**src/rtl/mem_access_ctrl.sv**
```systemverilog
// Load/store sequencer between the address decoder and the data, VGA and MMIO banks.
// Stores strobe a bank for one cycle; loads stall through ISSUE/WAIT and return extended data in DONE.
module mem_access_ctrl #(
  parameter int RD_LAT = 1
) (
  input  logic        clk,
  input  logic        rst,
  input  logic        req_valid,
  input  logic        mem_read,
  input  logic        mem_write,
  input  logic [12:0] phys_addr,
  input  logic [2:0]  mem_en,
  input  logic [1:0]  mem_bank,
  input  logic        invalid_addr,
  input  logic [1:0]  size,
  input  logic        sign_ext,
  input  logic [31:0] wr_data,
  output logic        stall,
  output logic [31:0] rd_data,
  output logic        rd_valid,
  output logic        exc,
  output logic [1:0]  exc_code,
  output logic [10:0] bank_addr,
  output logic [2:0]  bank_en,
  output logic [3:0]  bank_we,
  output logic [31:0] bank_wdata,
  input  logic [31:0] bank_rdata0,
  input  logic [31:0] bank_rdata1,
  input  logic [31:0] bank_rdata2
);

  typedef enum logic [1:0] {IDLE, ISSUE, WAIT, DONE} state_t;

  localparam logic [1:0] LAST_CNT = 2'(RD_LAT - 1);

  state_t      state_q, state_d;
  logic [1:0]  cnt_q, cnt_d;
  logic [1:0]  off_q, off_d;
  logic [1:0]  size_q, size_d;
  logic        sext_q, sext_d;
  logic [1:0]  bank_q, bank_d;
  logic [10:0] bank_addr_q, bank_addr_d;
  logic [2:0]  bank_en_q, bank_en_d;
  logic [3:0]  bank_we_q, bank_we_d;
  logic [31:0] bank_wdata_q, bank_wdata_d;
  logic [31:0] rd_data_q, rd_data_d;
  logic        rd_valid_q, rd_valid_d;
  logic        exc_q, exc_d;
  logic [1:0]  exc_code_q, exc_code_d;

  logic        onehot;
  logic        accept;
  logic        ld_go;
  logic        st_go;
  logic [1:0]  err_code;
  logic [3:0]  st_we;
  logic [31:0] st_wdata;
  logic [31:0] sel_rdata;
  logic [31:0] shifted;
  logic [31:0] ext_rdata;

  // Request decode; error priority is read+write, then region, then alignment.
  always_comb begin
    onehot   = (mem_en == 3'b001) || (mem_en == 3'b010) || (mem_en == 3'b100);
    err_code = 2'b00;
    if (mem_read && mem_write) begin
      err_code = 2'b11;
    end else if (invalid_addr || !onehot) begin
      err_code = 2'b01;
    end else if ((size == 2'b01 && phys_addr[0]) || (size[1] && phys_addr[1:0] != 2'b00)) begin
      err_code = 2'b10;
    end
    accept = (state_q == IDLE) && req_valid && (mem_read || mem_write);
    ld_go  = accept && (err_code == 2'b00) && mem_read;
    st_go  = accept && (err_code == 2'b00) && mem_write;
  end

  always_comb begin
    case (size)
      2'b00: begin
        st_we    = 4'b0001 << phys_addr[1:0];
        st_wdata = {4{wr_data[7:0]}};
      end
      2'b01: begin
        st_we    = phys_addr[1] ? 4'b1100 : 4'b0011;
        st_wdata = {2{wr_data[15:0]}};
      end
      default: begin
        st_we    = 4'b1111;
        st_wdata = wr_data;
      end
    endcase
  end

  always_comb begin
    case (bank_q)
      2'd0:    sel_rdata = bank_rdata0;
      2'd1:    sel_rdata = bank_rdata1;
      default: sel_rdata = bank_rdata2;
    endcase
    shifted = sel_rdata >> {off_q, 3'b000};
    case (size_q)
      2'b00:   ext_rdata = {{24{sext_q & shifted[7]}}, shifted[7:0]};
      2'b01:   ext_rdata = {{16{sext_q & shifted[15]}}, shifted[15:0]};
      default: ext_rdata = shifted;
    endcase
  end

  always_comb begin
    state_d      = state_q;
    cnt_d        = cnt_q;
    off_d        = off_q;
    size_d       = size_q;
    sext_d       = sext_q;
    bank_d       = bank_q;
    bank_addr_d  = 11'd0;
    bank_en_d    = 3'd0;
    bank_we_d    = 4'd0;
    bank_wdata_d = 32'd0;
    rd_data_d    = rd_data_q;
    rd_valid_d   = 1'b0;
    exc_d        = 1'b0;
    exc_code_d   = 2'b00;

    case (state_q)
      IDLE: begin
        if (accept && err_code != 2'b00) begin
          exc_d      = 1'b1;
          exc_code_d = err_code;
        end else if (st_go) begin
          bank_addr_d  = phys_addr[12:2];
          bank_en_d    = mem_en;
          bank_we_d    = st_we;
          bank_wdata_d = st_wdata;
        end else if (ld_go) begin
          // Bank strobe is registered here so it is visible during ISSUE.
          bank_addr_d = phys_addr[12:2];
          bank_en_d   = mem_en;
          off_d       = phys_addr[1:0];
          size_d      = size;
          sext_d      = sign_ext;
          bank_d      = mem_bank;
          state_d     = ISSUE;
        end
      end
      ISSUE: begin
        cnt_d   = 2'd0;
        state_d = WAIT;
      end
      WAIT: begin
        if (cnt_q == LAST_CNT) begin
          rd_data_d  = ext_rdata;
          rd_valid_d = 1'b1;
          state_d    = DONE;
        end else begin
          cnt_d = cnt_q + 2'd1;
        end
      end
      DONE: begin
        state_d = IDLE;
      end
      default: begin
        state_d = IDLE;
      end
    endcase
  end

  always_ff @(posedge clk) begin
    if (rst) begin
      state_q      <= IDLE;
      cnt_q        <= 2'd0;
      off_q        <= 2'd0;
      size_q       <= 2'd0;
      sext_q       <= 1'b0;
      bank_q       <= 2'd0;
      bank_addr_q  <= 11'd0;
      bank_en_q    <= 3'd0;
      bank_we_q    <= 4'd0;
      bank_wdata_q <= 32'd0;
      rd_data_q    <= 32'd0;
      rd_valid_q   <= 1'b0;
      exc_q        <= 1'b0;
      exc_code_q   <= 2'b00;
    end else begin
      state_q      <= state_d;
      cnt_q        <= cnt_d;
      off_q        <= off_d;
      size_q       <= size_d;
      sext_q       <= sext_d;
      bank_q       <= bank_d;
      bank_addr_q  <= bank_addr_d;
      bank_en_q    <= bank_en_d;
      bank_we_q    <= bank_we_d;
      bank_wdata_q <= bank_wdata_d;
      rd_data_q    <= rd_data_d;
      rd_valid_q   <= rd_valid_d;
      exc_q        <= exc_d;
      exc_code_q   <= exc_code_d;
    end
  end

  assign stall      = !rst && (ld_go || state_q == ISSUE || state_q == WAIT);
  assign rd_data    = rd_data_q;
  assign rd_valid   = rd_valid_q;
  assign exc        = exc_q;
  assign exc_code   = exc_code_q;
  assign bank_addr  = bank_addr_q;
  assign bank_en    = bank_en_q;
  assign bank_we    = bank_we_q;
  assign bank_wdata = bank_wdata_q;

endmodule

```
**config.mk**
```make
export PLATFORM = sky130hd
export DESIGN_NAME = mem_access_ctrl
export DESIGN_NICKNAME = d
export VERILOG_FILES = /design/src/rtl/mem_access_ctrl.sv
export SDC_FILE = /design/constraint.sdc
export NUM_CORES = 1
export LEC_CHECK = 0
export CAP_MARGIN = 10
export CORE_MARGIN = 4
export CORE_UTILIZATION = 44
export DETAILED_ROUTE_END_ITERATION = 16
export PLACE_DENSITY = 0.86
export SLEW_MARGIN = 25
export SYNTH_ARGS = -nofsm -noshare
export SYNTH_HDL_FRONTEND = slang
export SYNTH_SLANG_ARGS = --single-unit
```
**constraint.sdc**
```tcl
create_clock -name clk -period 4.3 [get_ports clk]
set_input_delay 0.43 -clock clk [delete_from_list [all_inputs] [get_ports clk]]
set_output_delay 0.43 -clock clk [all_outputs]
set_load 0.1 [all_outputs]
```
== Word-level counts from Yosys, hierarchy flattened ==
Cells that the tools add are included.
Operators by class
  add/subtract/negate cells: 1
  equal/unequal tests: 14
  shift operators: 2
  muxes and demuxes: 21
  bitwise gates (word level): 6
  reductions and logical operators: 37
Operator list (count)
  case mux 32 bit (2 select lines): 3
  right shift 32 x 5 -> 32 bit: 1
  two-way mux 11 bit: 2
  two-way mux 2 bit: 8
  logical NOT 2 bit: 6
  logical AND 1 bit: 10
  inequality test 2 bit (second input constant): 5
  equality test 2 x 1 -> 1 bit (second input constant): 4
  case mux 2 bit (4 select lines): 1
  case mux 4 bit (2 select lines): 1
  AND reduction 4 bit: 2
  logical OR 1 bit: 7
  two-way mux 3 bit: 2
  nonzero test 2 bit: 3
  OR reduction 3 bit: 2
  equality test 2 bit (second input constant): 2
  two-way mux 4 bit: 1
  NOT 1 bit: 4
  case mux 2 bit (2 select lines): 1
  AND reduction 2 bit: 2
  OR reduction 2 bit: 2
  OR reduction 4 bit: 1
  left shift 1 x 2 -> 4 bit (first input constant): 1
  equality test 3 x 1 -> 1 bit (second input constant): 1
  other kinds (6): 9
Storage, ports and cells
  register bits after elaboration: 97
  input bits: 155
  output and inout port bits: 87

== Logic depth before layout (Yosys ltp) ==
  depth in word-level cells: 14
  gate-level depth with buffers: 8

== Worst setup path after synthesis ==
Ideal clock, no wire load.
  path type: in2out
  start: input port mem_en[1]
  end: output port stall
  data arrival time: 2640 ps
  required time: 3870 ps
  setup slack: 1230 ps
  cell stages on the path: 5
  buffers on the path: 0
  cells stage by stage: o21ai_0 > o211ai_1 > nor3_4 > nor3_1 > nor2_1
On the way
  cells in the longest elaborated chain, start to end: 13
Ends and longest elaborated chain
  from (decl): line 12  | input logic [2:0] mem_en,
  equality test 3 x 1 -> 1 bit or equality test 3 x 2 -> 1 bit (tied branches): line 64  | onehot = (mem_en == 3'b001) || (mem_en == 3'b010) || (mem_en == 3'b100);
  logical OR 1 bit: line 64
  logical OR 1 bit (*): line 64
  logical NOT 1 bit (*): line 68  | end else if (invalid_addr || !onehot) begin
  logical OR 1 bit (*): line 68
  two-way mux 2 bit (*): line 68
  two-way mux 2 bit (*): line 66  | if (mem_read && mem_write) begin
  logical NOT 2 bit (*): line 74  | ld_go = accept && (err_code == 2'b00) && mem_read;
  logical AND 1 bit (*) (2 in a row): line 74
  logical OR 1 bit (*) (2 in a row): line 202  | assign stall = !rst && (ld_go || state_q == ISSUE || state_q == WAIT);
  logical AND 1 bit (*): line 202
  to (decl): line 18  | output logic stall,
Mark *: on every way between the ends. The rest lies on a longest branch, timed or not.

== Worst setup path in the final report ==
  start: input port mem_write
  end: output port stall
On the way
  cells in the longest elaborated chain, start to end: 8
Ends and longest elaborated chain
  from (decl): line 10  | input logic mem_write,
  logical AND 1 bit: line 66
  two-way mux 2 bit: line 66
  logical NOT 2 bit: line 74
  logical AND 1 bit (*) (2 in a row): line 74
  logical OR 1 bit (*) (2 in a row): line 202
  logical AND 1 bit (*): line 202
Marked as above.

==> impl_results.md <==
* Final Max Tran Viols at 0
* Pwr Total at 2.65 mW
* Slowest CP cell: clkdlybuf4s50_1
* Post-synthesis sequential area ratio at 39.6%
* Worst setup SP type: primary input
* Fin crit period at 2990 ps
* Global Route Usage Sum at 25.1%
* Io pins at 242
* Grt ovf at 0
* Post-synth cell types at 42
* Leading post-synthesis cells by cell area: dfxtp_1 40%, mux4_2 11%, mux2i_1 7.1%
* CTS clk-pin slew, worst paths at 100 ps
* Non-filler instance count after layout at 869
* Leakage at 2.74 nW
* Slew of the pin with the lowest slew margin at 1050 ps
* Number of setup violations in the final report at 0
* Slew margin rel. at 29.9%
* Area Overhead vs Synth at 54.1%
* Fin crit share at 69.5%
* Buffers & Inverters on Critical Path at 2
* Yosys warning total at 0
* Initial antenna violation count at 0
* Crit Path Class: primary input to output pin
* Post-synth EDFFs at 0
* H-tree levels at 3
* Largest net degree at the start of global routing at 37
* Outcome: finished, final reports clean
* TritonRoute pass-1 iters at 5
* Reg-to-reg setup timing slack at 1350 ps
* Worst setup EP type: output pin
* TritonCTS sink count at 97
* Core footprint at 10900 um2
* HPWL after DPL at 13300 um
* Cts hold-fix bufs at 0
* Die Area at 12900 um2
* Avg Synthesized Cell Area at 9.80 um2
* Bufs on Longest Clock Path at 2
* CP top delay family: simple AND/OR/NAND/NOR gates
* Hold path cells at 2
* CTS tree: built
* Clk_lat worst skew at 360 ps
* Remaining DRCs at 0
* Worst Hold Path EP: rd_data[4]
* Syn Nets at 661
* Die boundary height at 114 um
* Post-synth top area share at 39.6%
* Top cells by count, synth: 97 x dfxtp_1, 51 x nor2_1, 39 x a21oi_1
* Final Hold Vio Count at 0
* Reg2Reg Depth at 5
* Vias per cell at 5.46
* Nets at 884
* Die Wd at 114 um
* ANT cells at 0
* Post-CTS Resized at 0
* Row count at 38
* Wirelength per Cell at 19.2 um
* Cells after Synth at 501
* HP Class: flip-flop to flip-flop
* Buffers added on ports at 241
* DRT Wirelength at 16700 um
* Most common cell in the synthesized netlist: dfxtp_1
* HP Start: rd_data[4]
* FF+latch count, synth at 97
* First-pass GRT wire length at 25500 um
* R2r startpoint: bank_q[1]
* Final ANT Viol Nets at 0
* Fillers at 849
* Placed Instances at 853
* RePlAce Congestion at 0.894
* Clock skew at 10.4 ps
* Critical path cell sequence: clkdlybuf4s50_1 -> a21oi_1 -> o211ai_1 -> nor3_4 -> nor3_1 -> nor2_1 -> buf_12
* Fmax at 0.335 GHz
* Vias in the first global route at 4792
* Max Cap Violations at 0
* TNS Setup at 0 ps
* Data required time of the worst path at 3870 ps
* Pwr Density at 350 nW/um2
* RSZ-0062 raised after global routing: no
* Post-synth ARST share at 0%
* Setup Fix Bufs, Post-CTS at 0
* Top FF cell, synth: dfxtp_1
* Delay of the slowest critical-path stage at 600 ps
* Via count at 4741
* Share of layout cells above drive strength 1 at 10.6%
* Worst EP arrival at 2560 ps
* CTS buffer count at 9
* Synth Cell Area at 4910 um2
* CTS Root Cell: clkbuf_8
* Critical Path Start: mem_write
* Worst Path Max Fanout at 12
* Largest area contributor in the netlist: dfxtp_1
* Crit Reg-Reg Endpoint: rd_data[31]
* VDD IR max at 0.000231 V
* Initial DRC count at 395
* Starting density of the core at 45.1%
[through the flow]
step / utilization, % / hold WS, ps / area [um2] / setup WS (ps)
after global routing: 69.5 / 499 / 7570 / 1090
after global placement: 67.7 / 453 / 7370 / 1190
after detailed placement: 67.7 / 458 / 7370 / 1010
after floorplan: - / 477 / 4910 / 1230
final: 69.5 / 469 / 7570 / 1310
after CTS: 69.4 / 473 / 7560 / 1360
[cell type report]
type	count	area, um2	area share (%)
clock buffer	10	138	1.82
inverter	13	48.8	0.645
tap	140	175	2.32
clock inverter	6	50.0	0.661
sequential	97	1940	25.7
multi-input combinational	356	2750	36.3
timing repair buffer	247	2470	32.6
[kinds of logic (layout without fill, tap and decap cells)]
group	after synthesis	in the layout	synth area share, %
AOI/OAI and AO/OA	126	126	15.6
xor gates and xnor gates	1	1	0.178
adders and majority gates	5	5	1.27
muxes	88	88	24.9
buffers and inverters	48	276	4.66
and+or+nand+nor	136	136	13.7
DFF	97	97	39.6
[per-layer routing]
| layer | GRT usage, % | share of wire, % | vias up |
|---|---|---|---|
| met4 | 6.57 | 2.6 | 0 |
| met1 | 30.3 | 39 | 2255 |
| met2 | 44.6 | 52 | 206 |
| li1 | - | - | 2239 |
| met5 | 0 | 0 | - |
| met3 | 6.31 | 6.4 | 41 |
[registers in the layout, indices dropped and copies added (netlist names)]
name	flops
sext_q	1
bank_en	3
bank_q	2
state_q	2
bank_we	4
bank_addr	11
off_q	2
rd_valid	1
exc	1
cnt_q	2
exc_code	2
bank_wdata	32
rd_data	32
size_q	2
[layout by cell type, fill, tap and decap left out, drive strengths merged, types with 11 or more instances in the layout]
master         count
mux2i             35
inv               16
clkdlybuf4s50    240
mux2              29
nand2b            17
mux4              24
a21oi             49
nand3             11
o211ai            16
nand2             22
nor2              51
o21ai             46
and2              16
dfxtp             97
[worst min-delay path, delay by kind of cell (launching register included)]
| kind | cells | cell delay (ps) |
|---|---|---|
| compound gates | 1 | 50 |
| flops | 1 | 320 |
| simple gates | 1 | 60 |
[worst max path at each step]
stage	to	slack, ps	cells after the start
detailed placement	bank_wdata[8]	1010	6
floorplan	stall	1230	5
CTS	rd_data[31]	1360	5
global placement	bank_wdata[14]	1190	6
finish	stall	1310	7
global route	stall	1090	7
[report_power, final]
part	internal, mW	total (mW)	leakage [nW]	switching, mW
registers	0.965	1.00	0.783	0.0367
logic	0.357	1.07	1.86	0.714
clock network	0.235	0.573	0.0952	0.338
total	1.56	2.65	2.74	1.09
(Power assumes the default switching activity.)
